<file path="config.mk">
export PLATFORM = sky130hd
export DESIGN_NAME = mem_bus_arbiter
export DESIGN_NICKNAME = d
export VERILOG_FILES = /design/src/rtl/mem_bus_arbiter.sv
export SDC_FILE = /design/constraint.sdc
export NUM_CORES = 1
export LEC_CHECK = 0
export BUFFER_PORTS_ARGS = -buffer_cell sky130_fd_sc_hd__buf_2
export CORE_MARGIN = 8
export CORE_UTILIZATION = 40
export DETAILED_ROUTE_END_ITERATION = 16
export HOLD_SLACK_MARGIN = 0.1
export PLACE_DENSITY = 0.77
export SLEW_MARGIN = 5
export SYNTH_ARGS = -nofsm -noshare
export SYNTH_HDL_FRONTEND = slang
export SYNTH_SLANG_ARGS = --single-unit
export TNS_END_PERCENT = 1
</file>
<file path="constraint.sdc">
create_clock -name clk -period 1.3 [get_ports clk]
set_input_delay 0.195 -clock clk [delete_from_list [all_inputs] [get_ports clk]]
set_output_delay 0.195 -clock clk [all_outputs]
set_load 0.03 [all_outputs]
</file>
<file path="src/rtl/mem_bus_arbiter.sv">
// rtl/mem_bus_arbiter.sv - round-robin arbiter of NUM_CH requesters onto one shared memory bus
module mem_bus_arbiter #(
    parameter int ADDR_W      = 12,
    parameter int DATA_W      = 16,
    parameter int NUM_CH      = 2,
    parameter int MEM_LATENCY = 1
) (
    input  logic                     clk,
    input  logic                     reset,
    input  logic [NUM_CH-1:0]        req,
    input  logic [NUM_CH-1:0]        we,
    input  logic [NUM_CH*ADDR_W-1:0] addr,
    input  logic [NUM_CH*DATA_W-1:0] wdata,
    output logic [NUM_CH-1:0]        gnt,
    output logic [NUM_CH-1:0]        rvalid,
    output logic [DATA_W-1:0]        rdata,
    output logic [ADDR_W-1:0]        mem_addr,
    output logic [DATA_W-1:0]        mem_wdata,
    output logic                     mem_write_mode,
    output logic                     mem_drive,
    input  logic [DATA_W-1:0]        mem_rdata
);

    localparam int PTR_W = (NUM_CH > 1) ? $clog2(NUM_CH) : 1;
    localparam int CNT_W = $clog2(MEM_LATENCY + 1);

    typedef enum logic [1:0] {IDLE, WRITE, READ} state_t;

    state_t              state_q;
    logic [PTR_W-1:0]    last_q;
    logic [PTR_W-1:0]    owner_q;
    logic [CNT_W-1:0]    cnt_q;
    logic [NUM_CH-1:0]   gnt_q;
    logic [NUM_CH-1:0]   rvalid_q;
    logic [DATA_W-1:0]   rdata_q;
    logic [ADDR_W-1:0]   mem_addr_q;
    logic [DATA_W-1:0]   mem_wdata_q;
    logic                mem_wm_q;
    logic                mem_drive_q;

    logic [PTR_W-1:0]    win_d;
    logic                win_found_d;
    int                  cand;
    logic [PTR_W-1:0]    cand_idx;

    // First requester found scanning upward from the channel after the last winner.
    always_comb begin
        win_d       = '0;
        win_found_d = 1'b0;
        cand        = 0;
        cand_idx    = '0;
        for (int i = 0; i < NUM_CH; i++) begin
            cand     = (int'(last_q) + 1 + i) % NUM_CH;
            cand_idx = cand[PTR_W-1:0];
            if (!win_found_d && req[cand_idx]) begin
                win_found_d = 1'b1;
                win_d       = cand_idx;
            end
        end
    end

    always_ff @(posedge clk) begin
        if (reset) begin
            state_q     <= IDLE;
            last_q      <= PTR_W'(NUM_CH - 1);
            owner_q     <= '0;
            cnt_q       <= '0;
            gnt_q       <= '0;
            rvalid_q    <= '0;
            rdata_q     <= '0;
            mem_addr_q  <= '0;
            mem_wdata_q <= '0;
            mem_wm_q    <= 1'b0;
            mem_drive_q <= 1'b0;
        end else begin
            gnt_q    <= '0;
            rvalid_q <= '0;
            case (state_q)
                IDLE: begin
                    mem_wm_q    <= 1'b0;
                    mem_drive_q <= 1'b0;
                    cnt_q       <= '0;
                    if (win_found_d) begin
                        mem_addr_q  <= addr[win_d*ADDR_W +: ADDR_W];
                        mem_wdata_q <= wdata[win_d*DATA_W +: DATA_W];
                        gnt_q       <= NUM_CH'(1) << win_d;
                        last_q      <= win_d;
                        owner_q     <= win_d;
                        if (we[win_d]) begin
                            state_q     <= WRITE;
                            mem_wm_q    <= 1'b1;
                            mem_drive_q <= 1'b1;
                        end else begin
                            state_q <= READ;
                        end
                    end
                end
                WRITE: begin
                    state_q     <= IDLE;
                    mem_wm_q    <= 1'b0;
                    mem_drive_q <= 1'b0;
                end
                READ: begin
                    // Address has been on the bus for MEM_LATENCY cycles at this edge.
                    if (cnt_q == CNT_W'(MEM_LATENCY - 1)) begin
                        rdata_q  <= mem_rdata;
                        rvalid_q <= NUM_CH'(1) << owner_q;
                        cnt_q    <= '0;
                        state_q  <= IDLE;
                    end else begin
                        cnt_q <= cnt_q + 1'b1;
                    end
                end
                default: state_q <= IDLE;
            endcase
        end
    end

    assign gnt            = gnt_q;
    assign rvalid         = rvalid_q;
    assign rdata          = rdata_q;
    assign mem_addr       = mem_addr_q;
    assign mem_wdata      = mem_wdata_q;
    assign mem_write_mode = mem_wm_q;
    assign mem_drive      = mem_drive_q;

endmodule

</file>
=== Word level (Yosys, flattened, before mapping) ===
Index checks and enable logic that the tools add are counted.

* Logic and storage cells: 58
* Input port bits: 78
* Register bits: 54

* Equality and inequality tests: 4
* Muxes and demuxes: 19
* Bitwise operators: 4
* Add/sub/neg operators: 3
* Shifts and indexed selects: 4
* Reductions and logical operators: 10
* $lt $le $gt $ge: 3
* Multipliers: 1

{| class="wikitable"
|+ Operators with widths
! operator !! number
|-
| variable part select 32 x 6 -> 16 bit || 1
|-
| variable part select 24 x 6 -> 12 bit || 1
|-
| two-way mux 1 bit || 13
|-
| < comparator 1 x 2 -> 1 bit, second input constant || 3
|-
| two-way mux 2 bit || 3
|-
| AND reduction 2 bit || 3
|-
| OR reduction 3 bit || 2
|-
| inequality test 2 bit, second input constant || 2
|-
| NOT 1 bit || 4
|-
| case mux 1 bit (2 select lines) || 2
|-
| case mux 2 bit (2 select lines) || 1
|-
| nonzero test 2 bit || 2
|-
| left shift 1 x 1 -> 2 bit, first input constant || 2
|-
| adder 1 bit, second input constant || 3
|-
| multiplier 1 x 2 -> 3 bit, second input constant || 1
|-
| equality test 2 x 1 -> 1 bit, second input constant || 1
|-
| equality test 2 bit, second input constant || 1
|-
| zero test 2 bit || 1
|-
| logical AND 1 bit || 1
|-
| zero test 1 bit || 1
|}

=== Logic depth before layout (Yosys ltp) ===
Gate-level depths: netlist of run 1.

* Word-level depth: 12
* Mapped depth: 6
* Depth with buffers taken out: 3

=== Least setup slack after synthesis of run 1 ===
Ideal clock, no wire load.

* Kind: reg-to-reg
* Start point: register last_q
* End point: register mem_addr_q[0] (netlist: mem_addr[0])
* Library setup time: 89 ps
* Path buffers: 2
* Stages on the path, launching flop included: 6
* Data required time: 1211 ps
* Path slack: 33 ps
* Arrival time: 1178 ps
* Period minus slack after synthesis: 1267 ps
* Cells stage by stage: dfxtp_1 a21bo_2 buf_4 clkbuf_1 nand2_1 a311oi_2

* Word-level cells in the longest chain between the ends: 9

{| class="wikitable"
|+ Ends and longest elaborated chain
! item !! RTL line !! source
|-
| from (decl) || 30 || <nowiki>logic [PTR_W-1:0] last_q;</nowiki>
|-
| from (signal assigned) || 65 || <nowiki>last_q <= PTR_W'(NUM_CH - 1);</nowiki>
|-
| from (signal assigned) || 87 || <nowiki>last_q <= win_d;</nowiki>
|-
| adder 1 bit (*) || 53 || <nowiki>cand = (int'(last_q) + 1 + i) % NUM_CH;</nowiki>
|-
| two-way mux 1 bit (implied by the code) (2 in a row) || 55 || <nowiki>if (!win_found_d && req[cand_idx]) begin</nowiki>
|-
| two-way mux 1 bit || 55 ||
|-
| zero test 1 bit || 55 ||
|-
| logical AND 1 bit || 55 ||
|-
| two-way mux 1 bit || 55 ||
|-
| multiplier 1 x 2 -> 3 bit || 84 || <nowiki>mem_addr_q <= addr[win_d*ADDR_W +: ADDR_W];</nowiki>
|-
| variable part select 24 x 6 -> 12 bit || 84 ||
|-
| to (signal assigned) || 84 ||
|-
| to (decl) || 36 || <nowiki>logic [ADDR_W-1:0] mem_addr_q;</nowiki>
|}

Mark *: on every way between the ends. The rest lies on a longest branch, timed or not. The select of a mux whose other input is x is not followed.
A chain may end at the register's enable or synchronous reset.

=== Final worst setup path of run 1 ===
Ends and elaborated chain as after synthesis.

==> impl_results.md, run 1 <==
- TritonRoute pass-1 iters: 5
- Clock slew at reported path FFs: roughly 0.1 ns
- Max incr delay on CP: 0.36 ns
- Final Setup Violations: 0
- Die ar.: about 8300 sq um
- Io pins: 128
- Crit path DAT: 1.41 ns
- Seq cells post-synth: 53
- Number of max-cap violations: 0
- Slew @ Worst Pin: about 0.27 ns
- Clock root buffer master: clkbuf_8
- Synth area leader: dfxtp_1
- CTS buffer count: 5
- Primary FF master, synth: dfxtp_1
- Syn Inst Count: around 260
- Antenna viol nets, final: 0
- Fmax: ~830 MHz
- Worst skew pair latency: 0.30 ns
- WL met2: roughly 3.2 mm
- CTS HTree Levels: 2
- Residual DRC: 0
- Pins Over Slew Limit: 0
- Final hold slack: ~0.12 ns
- Via-per-instance ratio: 4.95
- Post-synth top area share: between 40 and 50%
- Fin crit share: ~93%
- CP max FO: 16
- Pre-CTS setup slack: about 0.0016 ns
- Fin crit period: approximately 1.2 ns
- Initial antenna violation count: 0
- First-pass GRT wire length: ~11 mm
- Vias: roughly 2300
- Metal3 WL: 434 um
- Post-CTS Hold Fix Bufs: 0
- Area of the mapped netlist: approximately 2300 sq um
- WL met1: 2.94 mm
- Post-CTS Setup Bufs: 0
- Slowest stage cell, crit path: dfxtp_2
- Starting DRT DRC Count: between 40 and 50
- TritonCTS Sinks: between 50 and 60
- Cell Rows: 27
- CTS tree: done
- Top post-synthesis cells by area: dfxtp_1 (47%), nand2_1 (15%), a311oi_2 (13%)
- Tot Pwr: about 4000 uW
- Status: finished clean
- Final hold vios: 0
- Clock skew: ~0.011 ns
- Port Buf Inserts: approximately 130
- RSZ-0062 raised after global routing: yes
- Worst setup SP type: flop
- Layout filler cell count: roughly 500
- Synth cell types: 24
- Final Worst Setup Slack: 0.0975 ns
- Die height: 91.3 um
- Leak Pwr: approximately 0.0015 uW
- Mapped Nets: 341
- Most common library cells after synthesis: nand2_1 (90), dfxtp_1 (53), a21oi_1 (46)
- Hold Path Class: primary input to flop
- CP Class: flop to flop
- Gpl congestion: 0.757
- Overall routing resource usage: roughly 15%
- Worst Path Required: between 1.5 and 2 ns
- Max layer used: met4
- Top-count cell post-synth: nand2_1
- Element type at the critical path end: flop
- Drt total wl: ~6.7 mm
- FFs w/ async S/R, synth: 0%
- Seq/Total Area, Yosys: about 47%
- Vias in the first global route: roughly 2300
- Antenna diodes: 0
- Share of cells above drive strength 1: 45.5%
- Total gr overflow: 0
- Avg Synthesized Cell Area: roughly 8.6 sq um
- Pin count of the biggest net entering global routing: 34
- Area growth from synthesis to layout: 39.2%
- Wire per inst: ~15 um
- CTS Buffer Depth: 2
- Slew headroom: about four fifths
- Initial Util: around two fifths
- Critical Path, Cell by Cell: a21boi_4, buf_6, nand2_1, a311oi_2
- Die X: 91.3 um
- Max IR drop VDD: 583 uV
- Nets@finish: ~460
- Syn. warnings: 0
- HPWL Detailed: roughly 5 mm
- Post-synth EDFFs: 0
- PD cells: approximately 1200 nW/um^2
- Core ar.: about 5500 sq um
## metrics by stage
| stage | cell area [sq um] | std cells | setup TNS [ns] | util, % |
|---|---|---|---|---|
| 4_1_cts | 3120 | 457 | -0.112 | 56.7 |
| 3_5_place_dp | 3040 | 450 | 0 | 55.1 |
| 2_1_floorplan | 2270 | 263 | 0 | - |
| 3_3_place_gp | 3040 | 450 | 0 | 55.1 |
| 5_1_grt | 3160 | 457 | -0.00232 | 57.4 |
| 6_report | 3160 | 457 | 0 | 57.4 |
## power by group
part,switching [uW],internal (uW)
clock network,520,372
registers,79.7,1770
logic,728,451
## cell type report
class / count / area (sq um) / share of cell area (%)
sequential: 53 / 1060 / 33.6
tap: 72 / 90.1 / 2.85
clock inverter: 2 / 16.3 / 0.515
timing repair buffer: 142 / 830 / 26.3
multi-input combinational: 183 / 1090 / 34.6
clock buffer: 5 / 68.8 / 2.18
## final timing paths
check	start	to	slack, ns	cells past startpoint
min reg2reg	owner_q	rvalid[0]	0.45	1
min	mem_rdata[3]	rdata[3]	0.12	3
max reg2reg	last_q	mem_addr[0]	0.1	4
max	last_q	mem_addr[0]	0.1	4
## metal layers
layer	vias to the layer above	global-route usage (%)
met3	4	5.02
met1	1027	17.6
met2	81	26.7
met4	0	4.64
li1	1151	-
met5	-	0
## registers in the layout (all words and copies together) (netlist names)
signal	cells
mem_wdata	16
rdata	16
mem_addr	12
gnt	2
rvalid	2
state_q	2
last_q	1
mem_drive	1
owner_q	1
## worst max-delay path, delay by kind of cell, from the launching register on
| kind | cells | cell delay [ns] |
|---|---|---|
| AO/OA/AOI/OAI | 2 | 0.47 |
| AND/OR/NAND/NOR | 1 | 0.08 |
| flip-flops | 1 | 0.36 |
| buffers and inverters | 1 | 0.20 |
## cells in the final DEF, fill, tap and decap left out
cell type   instances
buf_2             127
nand2_1            90
dfxtp_1            52
a21oi_1            46
a311oi_2           20
a311oi_1            8
clkbuf_8            5
buf_6               5
buf_12              5
buf_4               5
nor3_1              4
a21bo_2             2
nor3b_1             2
nor2b_1             1
nand2b_1            1
nor2_4              1
or2_1               1
and2_1              1
a21boi_4            1
mux2i_1             1
and3_1              1
o21bai_1            1
nand3b_1            1
o31ai_2             1
clkinv_4            1
clkinvlp_4          1
dfxtp_2             1
## kinds of logic after synthesis
| logic type | share of synthesized area, % |
|---|---|
| flip-flops | 46.7 |
| AO/OA/AOI/OAI | 28.3 |
| multiplexers | 0.441 |
| AND/OR/NAND/NOR | 18.3 |
| buffers and inverters | 6.17 |
## timing repair
| action | 4_1_cts | 5_1_grt |
|---|---|---|
| endpoints found under the setup margin | 10 | 31 |
| hold endpoints to repair | 0 | 0 |
| resized for setup | 0 | 9 |
(Power assumes the default switching activity.)
==> inputs of run 2 (changes only) <==
--- a/config.mk
+++ b/config.mk
@@ -6,11 +6,12 @@
 export NUM_CORES = 1
 export LEC_CHECK = 0
 export BUFFER_PORTS_ARGS = -buffer_cell sky130_fd_sc_hd__buf_2
+export CORE_ASPECT_RATIO = 0.6
 export CORE_MARGIN = 8
-export CORE_UTILIZATION = 40
+export CORE_UTILIZATION = 33
 export DETAILED_ROUTE_END_ITERATION = 16
 export HOLD_SLACK_MARGIN = 0.1
-export PLACE_DENSITY = 0.77
+export PLACE_DENSITY_LB_ADDON = 0.3
 export SLEW_MARGIN = 5
 export SYNTH_ARGS = -nofsm -noshare
 export SYNTH_HDL_FRONTEND = slang
==> impl_results.md, run 2 (synthesis gave the netlist of run 1 again) <==
- Worst skew pair latency: 0.28 ns (-0.02 ns)
- Initial Util: 34.0% (-7.2 points)
- Worst Path Required: 1.46 ns (-0.05 ns)
- Share of cells above drive strength 1: 45.9% (+0.44 points)
- Fmax: 835 MHz (+0.43%)
- Hold Path Class: primary input to flop
- R2r worst-path depth: 4 (unchanged)
- TritonRoute pass-1 iters: 4 (-1)
- Final Util: 48.3% (-9.1 points)
- Fin crit share: 92.1% (-0.40 points)
- Io pins: 128 (unchanged)
- Fin crit period: 1.20 ns (-0.00514 ns)
- Final hold vios: 0 (unchanged)
- TritonCTS Sinks: 53 (unchanged)
- Element type at the critical path end: flop
- Critical Path, Cell by Cell: nor2_4, and2_1, buf_12, a311oi_1
- First-pass GRT wire length: 11.1 mm (+2.2%)
- Port Buf Inserts: 127 (unchanged)
- PD cells: 1340 nW/um^2 (+7.8%)
- CP Class: flop to flop
- Vias in the first global route: 2386 (+3.8%)
- Drt total wl: 7.00 mm (+5.0%)
- Pin count of the biggest net entering global routing: 28 (-18%)
- Post-CTS Hold Fix Bufs: 0 (unchanged)
- Commonest non-fill, non-tap cell in the layout: buf_2
- Via-per-instance ratio: 4.78 (-3.6%)
- CP max FO: 24 (+8)
- Slowest stage cell, crit path: dfxtp_1
- Hold path startpoint: mem_rdata[14]
- Slew @ Worst Pin: 0.344 ns (+0.0693 ns)
- Core ar.: 6680 sq um (+21%)
- Max incr delay on CP: 0.34 ns (-0.02 ns)
- Die ar.: 9870 sq um (+18%)
- Crit path DAT: 1.35 ns (-0.06 ns)
- Pre-CTS setup slack: -0.0201 ns (-0.0218 ns)
- CTS tree: done
- Final Worst Setup Slack: 0.103 ns (+0.00514 ns)
- Final Setup Violations: 0 (unchanged)
- Overall routing resource usage: 13.6% (-1.8 points)
- Total gr overflow: 0 (unchanged)
- Pins Over Slew Limit: 0 (unchanged)
- Hold depth: 3 (unchanged)
- CTS HTree Levels: 2 (unchanged)
- Reg2reg end: mem_wdata[1]
- Clock skew: 0.00388 ns (-0.00705 ns)
- CTS buffer count: 5 (unchanged)
- Gpl congestion: 0.717 (-5.3%)
- Placed cell area: 3070 sq um (+1.2%)
- Most frequent cells in the layout: buf_2 (127), nand2_1 (90), dfxtp_1 (53)
- Final hold slack: 0.141 ns (+0.0186 ns)
- Vias: 2278 (+0.66%)
- Hold worst-path end: rdata[14]
- Slew headroom: 77.1% (-4.1 points)
- Flop-to-flop setup slack: 0.10 ns (about the same)
- RSZ-0062 raised after global routing: yes
- Max IR drop VDD: 802 uV (+37%)
- Clock root buffer master: clkbuf_16
- Die height: 80.2 um (-12%)
- Nets@finish: 467 (+0.86%)
- Worst setup SP type: flop
- Antenna diodes: 0 (unchanged)
- Antenna viol nets, final: 0 (unchanged)
- Residual DRC: 0 (unchanged)
- HPWL Detailed: 5.45 mm (+5.7%)
- Clock slew at reported path FFs: 0.07 ns (-0.03 ns)
- Area growth from synthesis to layout: 42.1%
- Starting DRT DRC Count: 120 (+190%)
- Leak Pwr: 0.00149 uW (+2.1%)
- Status: finished clean
- Post-Route Setup TNS: 0 ns (unchanged)
- Wire per inst: 14.7 um (+0.58%)
- Finished Cell Area: 3220 sq um (+2.1%)
- RR Startpoint: state_q[0]
- Number of max-cap violations: 0 (unchanged)
- Cell Rows: 23 (-15%)
- Die X: 123 um (+35%)
- CTS Buffer Depth: 2 (unchanged)
- Initial antenna violation count: 0 (unchanged)
-- run 2: worst max path at each step --
stage | to | startpoint | cells past startpoint | slack (ns)
2_1_floorplan | mem_addr[0] | last_q | 5 | 0.03
3_3_place_gp | mem_wdata[15] | state_q[0] | 4 | 0.06
3_5_place_dp | mem_wdata[1] | req[1] | 5 | -0.02
4_1_cts | mem_wdata[1] | state_q[0] | 4 | 0.01
5_1_grt | mem_addr[6] | last_q | 4 | -0.02
6_report | mem_wdata[1] | state_q[0] | 4 | 0.10
-- run 2: stage by stage --
step                      total power (uW)  cells
after floorplan                       2650    263
after global placement                3060    469
after detailed placement              3070    469
after CTS                             4390    477
after global routing                  4550    477
final                                 4320    477
-- run 2: layout make-up --
type,count,area (sq um)
fill,671,3450
multi-input combinational,183,1080
sequential,53,1060
timing repair buffer,146,828
clock buffer,5,125
tap,87,109
clock inverter,3,17.5
-- run 2: worst max-delay path, delay by kind of cell (launching register included) --
| family | cells | cell delay (ns) |
|---|---|---|
| AND/OR/NAND/NOR | 2 | 0.40 |
| flip-flops | 1 | 0.34 |
| buffers and inverters | 1 | 0.21 |
| AO/OA/AOI/OAI | 1 | 0.12 |
-- run 2: power by group --
group	leakage, uW	switching [uW]	internal [uW]
sequential	0.000437	84.7	1770
combinational	0.000984	726	449
clock	0.0000696	577	707
-- run 2: metal layers --
layer | wire (um) | track usage (%) | part of all wire, % | vias up
met1 | 3170 | 16.8 | 45 | 1032
met5 | 0 | 0 | 0 | -
met4 | 31 | 2.39 | 0.44 | 0
li1 | - | - | - | 1160
met2 | 3160 | 22.8 | 45 | 84
met3 | 640 | 4.76 | 9.1 | 2
-- run 2: what timing repair did --
action | in CTS | in global routing
setup endpoints to repair | 0 | 26
resized for setup | 0 | 2
setup buffers | 0 | 0
